==> config.mk <==
export PLATFORM = sky130hd
export DESIGN_NAME = lru_way_allocator
export DESIGN_NICKNAME = d
export VERILOG_FILES = /design/src/rtl/lru_alloc_pkg.sv /design/src/rtl/lru_victim_pick.sv /design/src/rtl/lru_way_allocator.sv
export SDC_FILE = /design/constraint.sdc
export NUM_CORES = 1
export LEC_CHECK = 0
export BUFFER_PORTS_ARGS = -buffer_cell sky130_fd_sc_hd__buf_2
export CAP_MARGIN = 20
export CELL_PAD_IN_SITES_DETAIL_PLACEMENT = 0
export CELL_PAD_IN_SITES_GLOBAL_PLACEMENT = 1
export CORE_ASPECT_RATIO = 0.6
export CORE_MARGIN = 2
export CORE_UTILIZATION = 35
export CTS_BUF_LIST = sky130_fd_sc_hd__clkbuf_8
export CTS_CLUSTER_DIAMETER = 120
export DETAILED_ROUTE_END_ITERATION = 6
export PLACE_DENSITY = 0.87
export SYNTH_ARGS = -nofsm -noshare
export SYNTH_HDL_FRONTEND = slang
export SYNTH_SLANG_ARGS = --single-unit
==> constraint.sdc <==
create_clock -name clk_i -period 2.91 [get_ports clk_i]
set_input_delay 0.1455 -clock clk_i [delete_from_list [all_inputs] [get_ports clk_i]]
set_output_delay 0.1455 -clock clk_i [all_outputs]
set_load 0.005 [all_outputs]
==> src/rtl/lru_alloc_pkg.sv <==
// Shared types and limits for the replacement-way allocator and its helpers.
// Latency: n/a (declarations only).
// Backpressure: n/a.
//
// Contents: allocator FSM state enum and the largest supported associativity.
package lru_alloc_pkg;

  // Largest supported log2(associativity); the allocator is legal for 1..this.
  localparam int max_ways_log2_c = 3;

  typedef enum logic [1:0] {
    IDLE  = 2'd0,
    GRANT = 2'd1,
    FILL  = 2'd2
  } lru_alloc_state_e;

endpackage

==> src/rtl/lru_victim_pick.sv <==
// Victim chooser: lowest-index invalid way, else highest-priority way (ties to lowest index).
// Latency: purely combinational.
// Backpressure: none; no handshake, output follows inputs.
//
// Ports:
//   valid  per-way valid bits
//   prio   per-way replacement priority, higher evicts first
//   victim chosen way
module lru_victim_pick
  import lru_alloc_pkg::*;
#(
  parameter  int ways_log2_p = 2,
  localparam int ways_lp     = 1 << ways_log2_p
) (
  input  logic [ways_lp-1:0]                  valid,
  input  logic [ways_lp-1:0][ways_log2_p-1:0] prio,
  output logic [ways_log2_p-1:0]              victim
);

  logic                   found_invalid;
  logic [ways_log2_p-1:0] best_prio;

  always_comb begin
    found_invalid = 1'b0;
    best_prio     = prio[0];
    victim        = '0;

    // An empty way always beats evicting live data.
    for (int i = 0; i < ways_lp; i++) begin
      if (!found_invalid && !valid[i]) begin
        victim        = ways_log2_p'(i);
        found_invalid = 1'b1;
      end
    end

    // Strict '>' keeps the earliest (lowest-index) way on ties.
    if (!found_invalid) begin
      for (int i = 1; i < ways_lp; i++) begin
        if (prio[i] > best_prio) begin
          best_prio = prio[i];
          victim    = ways_log2_p'(i);
        end
      end
    end
  end

endmodule

==> src/rtl/lru_way_allocator.sv <==
// Fill-victim allocator for one cache set; owns the PLRU tracker's single touch port.
// Latency: request->grant 1 cycle; touch path combinational; deferred touch +1 cycle.
// Backpressure: alloc_ready_o low outside IDLE; grant held until alloc_yumi_i.
//
// Ports:
//   clk_i, reset_i                 clock, synchronous active-high reset
//   priority_i                     per-way PLRU priority (higher = evict first)
//   hit_v_i/hit_way_i              hit touch request
//   inval_v_i/inval_way_i          invalidate request (ignored for the locked way)
//   alloc_v_i/alloc_ready_o        allocation request handshake
//   alloc_v_o/alloc_way_o/alloc_yumi_i  victim grant handshake
//   fill_done_v_i/fill_way_i       fill completion for the locked way
//   lru_v_o/lru_index_o            touch strobe/index to the tracker
//   way_valid_o                    per-way valid bits
module lru_way_allocator
  import lru_alloc_pkg::*;
#(
  parameter  int ways_log2_p = 2,
  localparam int ways_lp     = 1 << ways_log2_p
) (
  input  logic                                clk_i,
  input  logic                                reset_i,
  input  logic [ways_lp-1:0][ways_log2_p-1:0] priority_i,
  input  logic                                hit_v_i,
  input  logic [ways_log2_p-1:0]              hit_way_i,
  input  logic                                inval_v_i,
  input  logic [ways_log2_p-1:0]              inval_way_i,
  input  logic                                alloc_v_i,
  output logic                                alloc_ready_o,
  output logic                                alloc_v_o,
  output logic [ways_log2_p-1:0]              alloc_way_o,
  input  logic                                alloc_yumi_i,
  input  logic                                fill_done_v_i,
  input  logic [ways_log2_p-1:0]              fill_way_i,
  output logic                                lru_v_o,
  output logic [ways_log2_p-1:0]              lru_index_o,
  output logic [ways_lp-1:0]                  way_valid_o
);

  lru_alloc_state_e       state_r, state_n;
  logic [ways_lp-1:0]     valid_r, valid_n;
  logic                   lock_v_r, lock_v_n;
  logic [ways_log2_p-1:0] lock_way_r, lock_way_n;
  logic [ways_log2_p-1:0] way_r, way_n;
  logic                   defer_v_r, defer_v_n;
  logic [ways_log2_p-1:0] defer_way_r, defer_way_n;

  logic [ways_log2_p-1:0] victim_way;
  logic                   fill_touch;

  // Selection sees pre-invalidate valid bits, so a same-cycle invalidate
  // does not steer the victim.
  lru_victim_pick #(
    .ways_log2_p(ways_log2_p)
  ) u_victim_pick (
    .valid (valid_r),
    .prio  (priority_i),
    .victim(victim_way)
  );

  always_ff @(posedge clk_i) begin
    if (reset_i) begin
      state_r     <= IDLE;
      valid_r     <= '0;
      lock_v_r    <= 1'b0;
      lock_way_r  <= '0;
      way_r       <= '0;
      defer_v_r   <= 1'b0;
      defer_way_r <= '0;
    end else begin
      state_r     <= state_n;
      valid_r     <= valid_n;
      lock_v_r    <= lock_v_n;
      lock_way_r  <= lock_way_n;
      way_r       <= way_n;
      defer_v_r   <= defer_v_n;
      defer_way_r <= defer_way_n;
    end
  end

  always_comb begin
    state_n       = state_r;
    valid_n       = valid_r;
    lock_v_n      = lock_v_r;
    lock_way_n    = lock_way_r;
    way_n         = way_r;
    defer_v_n     = 1'b0;
    defer_way_n   = defer_way_r;
    fill_touch    = 1'b0;
    alloc_ready_o = 1'b0;
    alloc_v_o     = 1'b0;
    alloc_way_o   = '0;
    lru_v_o       = 1'b0;
    lru_index_o   = '0;

    // Invalidate first so a fill completing this cycle can still set its bit;
    // the way being filled is protected by the lock anyway.
    if (inval_v_i && !(lock_v_r && (lock_way_r == inval_way_i))) begin
      valid_n[inval_way_i] = 1'b0;
    end

    case (state_r)
      IDLE: begin
        alloc_ready_o = 1'b1;
        if (alloc_v_i) begin
          way_n   = victim_way;
          state_n = GRANT;
        end
      end
      GRANT: begin
        alloc_v_o   = 1'b1;
        alloc_way_o = way_r;
        if (alloc_yumi_i) begin
          lock_v_n   = 1'b1;
          lock_way_n = way_r;
          state_n    = FILL;
        end
      end
      FILL: begin
        if (fill_done_v_i && (fill_way_i == way_r)) begin
          valid_n[way_r] = 1'b1;
          lock_v_n       = 1'b0;
          fill_touch     = 1'b1;
          state_n        = IDLE;
        end
      end
      default: state_n = IDLE;
    endcase

    // Tracker port: deferred touch, then hit, then fill completion. The slot
    // drains whenever it wins, so it is free to take the next loser.
    if (defer_v_r) begin
      lru_v_o     = 1'b1;
      lru_index_o = defer_way_r;
      // Should a hit and a fill both lose here, the hit keeps the slot.
      if (hit_v_i) begin
        defer_v_n   = 1'b1;
        defer_way_n = hit_way_i;
      end else if (fill_touch) begin
        defer_v_n   = 1'b1;
        defer_way_n = way_r;
      end
    end else if (hit_v_i) begin
      lru_v_o     = 1'b1;
      lru_index_o = hit_way_i;
      if (fill_touch) begin
        defer_v_n   = 1'b1;
        defer_way_n = way_r;
      end
    end else if (fill_touch) begin
      lru_v_o     = 1'b1;
      lru_index_o = way_r;
    end

    // Registered state may still be stale during the reset cycle; keep every
    // output quiet until it has been cleared.
    if (reset_i) begin
      alloc_ready_o = 1'b0;
      alloc_v_o     = 1'b0;
      alloc_way_o   = '0;
      lru_v_o       = 1'b0;
      lru_index_o   = '0;
    end
  end

  assign way_valid_o = reset_i ? '0 : valid_r;

endmodule
==> out/results.tsv <==
stage	metric	value	unit
cts	ctsHoldBuffers	0	
global_route	antenna_found_initial	0	
logic_synthesis	synth_area	0.00112	mm^2
critical_path	r2r_end	defer_way_r[0]$_SDFFE_PP0P_	
sta	period_needed	2.84	ns
finish	stdcell_area	0.00142	mm^2
critical_path	critPathCapture	way_r[0]$_SDFFE_PP0P_	
floorplan	design.core.area	0.00297	mm^2
critical_path	end_kind	register	
finish	final_nets	202	
placed_design	io_buffers	31	
finish	layout-drive-gt1-share	31.0	%
global_route	grt_max_degree	24	
logic_synthesis	synth_top_area_share	25.1	%
logic_synthesis	yosysWarnings	0	
routing	route.detailed.drc	0	
critical_path	critPathMaxFanout	3	
cts	clock_sinks	14	
placed_design	hpwl	2290	um
routing	drt_iter0_drc	75	
routing	routedWlPerCell	14.2	um
logic_synthesis	ys.flop_type	dfxtp_1	
sta	max_freq	352	MHz
sta	final.setup_skew	0.00332	ns
logic_synthesis	async_flop_share	0	%
cts	cts-htree-levels	1	
logic_synthesis	yosys_register_bits	14	
cts	cts_tree	yes	
critical_path	reg2reg_depth	4	
routing	num_vias	1139	
floorplan	die_w	77.0	um
pwr	fin_total_pwr	0.000486	W
cts	path_clk_slew	0.06	ns
pwr	pwr-share-clk	32.8	%
sta	final-max-slew-violation-count	0	
pwr	swShare	28.6	%
global_route	grt_pass1_wl	4660	um
logic_synthesis	yosys.area.top_type	dfxtp_1	
logic_synthesis	syn_area_per_cell	7.99	um^2
pwr	peakVddDrop	200	uV
outcome	status	completed	
floorplan	initial_core_util	37.7	%
floorplan	ioPinCount	32	
floorplan	die_y	47.8	um
logic_synthesis	yosysSeqAreaShare	25.1	%
cts	clkLatencyLatePin	0.24	ns
sta	post-route-period-util	97.6	%
pwr	p_int	0.000347	W
critical_path	rr_startpoint	state_r[0]$_SDFFE_PP0P_	
sta	slew_headroom	72.1	%
pwr	p_leak	0.654	nW
critical_path	worstSetupStartpoint	priority_i[1]	
routing	viasPerCell	5.35	
routing	totalWireLength	3030	um
global_route	grtUsageTotal	16.6	%
placed_design	gp_congestion	0.819	
pwr	p_seq_share	41.9	%
global_route	overflow	0	
global_route	first_global_vias	967	
routing	firstDrtPassIters	4	
sta	finalHoldViolCount	0	
pwr	powerDensity	342	mW/mm^2
logic_synthesis	syn_inst	140	
sta	setup_viol	0	
placed_design	placed_area	0.00132	mm^2
pwr	switchingPower	0.000139	W
logic_synthesis	syn_nets	169	
floorplan	row_count	15	
critical_path	cp-start-kind	input port	
critical_path	critPathKind	in2reg	
cts	ctsRootBufferMaster	clkbuf_8	
cts	cts_setup_buffers	0	
cts	ctsResizeCount	0	
floorplan	die-area	0.00368	mm^2
cts	cts_max_path_buffers	2	
finish	area_growth	27.0	%
worst_hold_path	min_path_type	in2reg	
job	cap_violations	0	
routing	ant_nets	0	
cts	cts_buffers	3	
critical_path	critical_path_arrival	3.03	ns
critical_path	rrSetupSlack	1.39	ns
logic_synthesis	synth_edf_count	0	
critical_path	critPathRequiredTime	3.10	ns
finish	insertedDiodeCount	0	
logic_synthesis	synth.distinct_cells	43	
pwr	comb_power_share	25.2	%
sta	worstMarginPinSlew	0.419	ns
logic_synthesis	yosys-top-cells-area	dfxtp_1 25%, ha_1 8.9%, a21oi_1 5.4%, inv_1 4.7%, nor2b_1 4.5%	
## flip-flops by register name, indices dropped and copies added (netlist names)
signal	count
defer_v_r	1
defer_way_r	2
lock_v_r	1
lock_way_r	2
state_r	2
valid_r	4
way_r	2
## through the flow
step                TNS [ns]  hold slack [ns]  utilization, %  worst slack, ns  instances
finish                     0            0.168            47.9           0.0710        213
global route         -0.0938            0.193            47.9          -0.0938        213
CTS                        0            0.168            45.9           0.0213        213
detailed placement    -0.234            0.427            44.5           -0.228        210
global placement     -0.0782            0.416            44.5          -0.0782        210
floorplan                  0            0.296               -            0.107        140
## power groups by stage
| stage | Sequential [W] | Combinational [W] | Clock [W] |
|---|---|---|---|
| 6_report | 0.000204 | 0.000123 | 0.000159 |
| 5_1_grt | 0.000204 | 0.000135 | 0.000167 |
| 4_1_cts | 0.000203 | 0.000103 | 0.000163 |
| 3_5_place_dp | 0.000207 | 0.000103 | 0 |
| 3_3_place_gp | 0.000207 | 0.0000992 | 0 |
| 2_1_floorplan | 0.000203 | 0.0000664 | 0 |
## cells in the mapped netlist, types with 3 or more instances
cell type / number
ha_1: 8
a21oi_1: 12
nor2_1: 11
nor3_1: 4
and3_1: 4
nand3_1: 3
nand2_1: 8
dfxtp_1: 14
nor2b_1: 8
clkbuf_1: 5
inv_1: 14
o21ai_0: 4
mux2i_1: 3
## how the worst min path moves through the flow
stage / end / startpoint / slack (ns) / depth (start not counted)
global route: defer_way_r[1]$_SDFFE_PP0P_ / hit_way_i[1] / 0.19 / 3
global placement: defer_way_r[1]$_SDFFE_PP0P_ / hit_way_i[1] / 0.42 / 3
CTS: defer_way_r[1]$_SDFFE_PP0P_ / hit_way_i[1] / 0.17 / 3
finish: defer_way_r[1]$_SDFFE_PP0P_ / hit_way_i[1] / 0.17 / 3
floorplan: defer_way_r[1]$_SDFFE_PP0P_ / hit_way_i[1] / 0.30 / 2
detailed placement: defer_way_r[1]$_SDFFE_PP0P_ / hit_way_i[1] / 0.43 / 3
## critical path, cell delays in order
cell and delay [ns]:
buf_2 0.10, inv_2 0.07, ha_4 0.21, o21ba_4 0.20, or3_4 0.42, nand2_4 0.09, ha_4 0.14, inv_1 0.04
o211ai_1 0.23, o41ai_2 0.11, a211o_1 0.28, ha_1 0.27, and3_4 0.17, a211o_1 0.26, o311ai_0 0.10, a41o_1 0.21
## kinds of logic (layout without fill, tap and decap cells)
kind of cell	after synthesis	in the layout	share of synthesized area (%)
simple gates	56	56	28.4
compound gates	37	37	23.6
buf+inv	20	51	7.38
flops	14	14	25.1
fa+ha+maj	8	8	8.95
mux	3	3	2.68
xor+xnor	2	2	3.92
## final cells by class
cell class,instances,area [um^2]
fillers,307,1550
repair buffers,34,178
clock buffers,3,41.3
flip-flops and latches,14,280
inverters,14,52.6
well taps,42,52.6
multi-input cells,106,816
## per-layer routing
layer,routed length (um),track usage (%)
met3,196,3.77
met2,1280,24.6
met4,8,3.21
met5,0,0
met1,1540,24.8
## cells in the final DEF (no fill, tap or decap), drive strengths merged, types with 2 or more instances in the layout
master    n
a211o     2
a21oi    12
a221oi    2
a31oi     2
a41o      2
and2      2
and3      4
buf      34
clkbuf    3
dfxtp    14
ha        8
inv      14
mux2i     3
nand2     8
nand2b    2
nand3     3
nand4     3
nor2     11
nor2b     8
nor3      4
o2111ai   2
o21ai     4
o21ba     2
o31ai     2
o41ai     2
or3       2
or3b      2
xnor2     2
No activity file was read; power rests on OpenSTA's default activity.
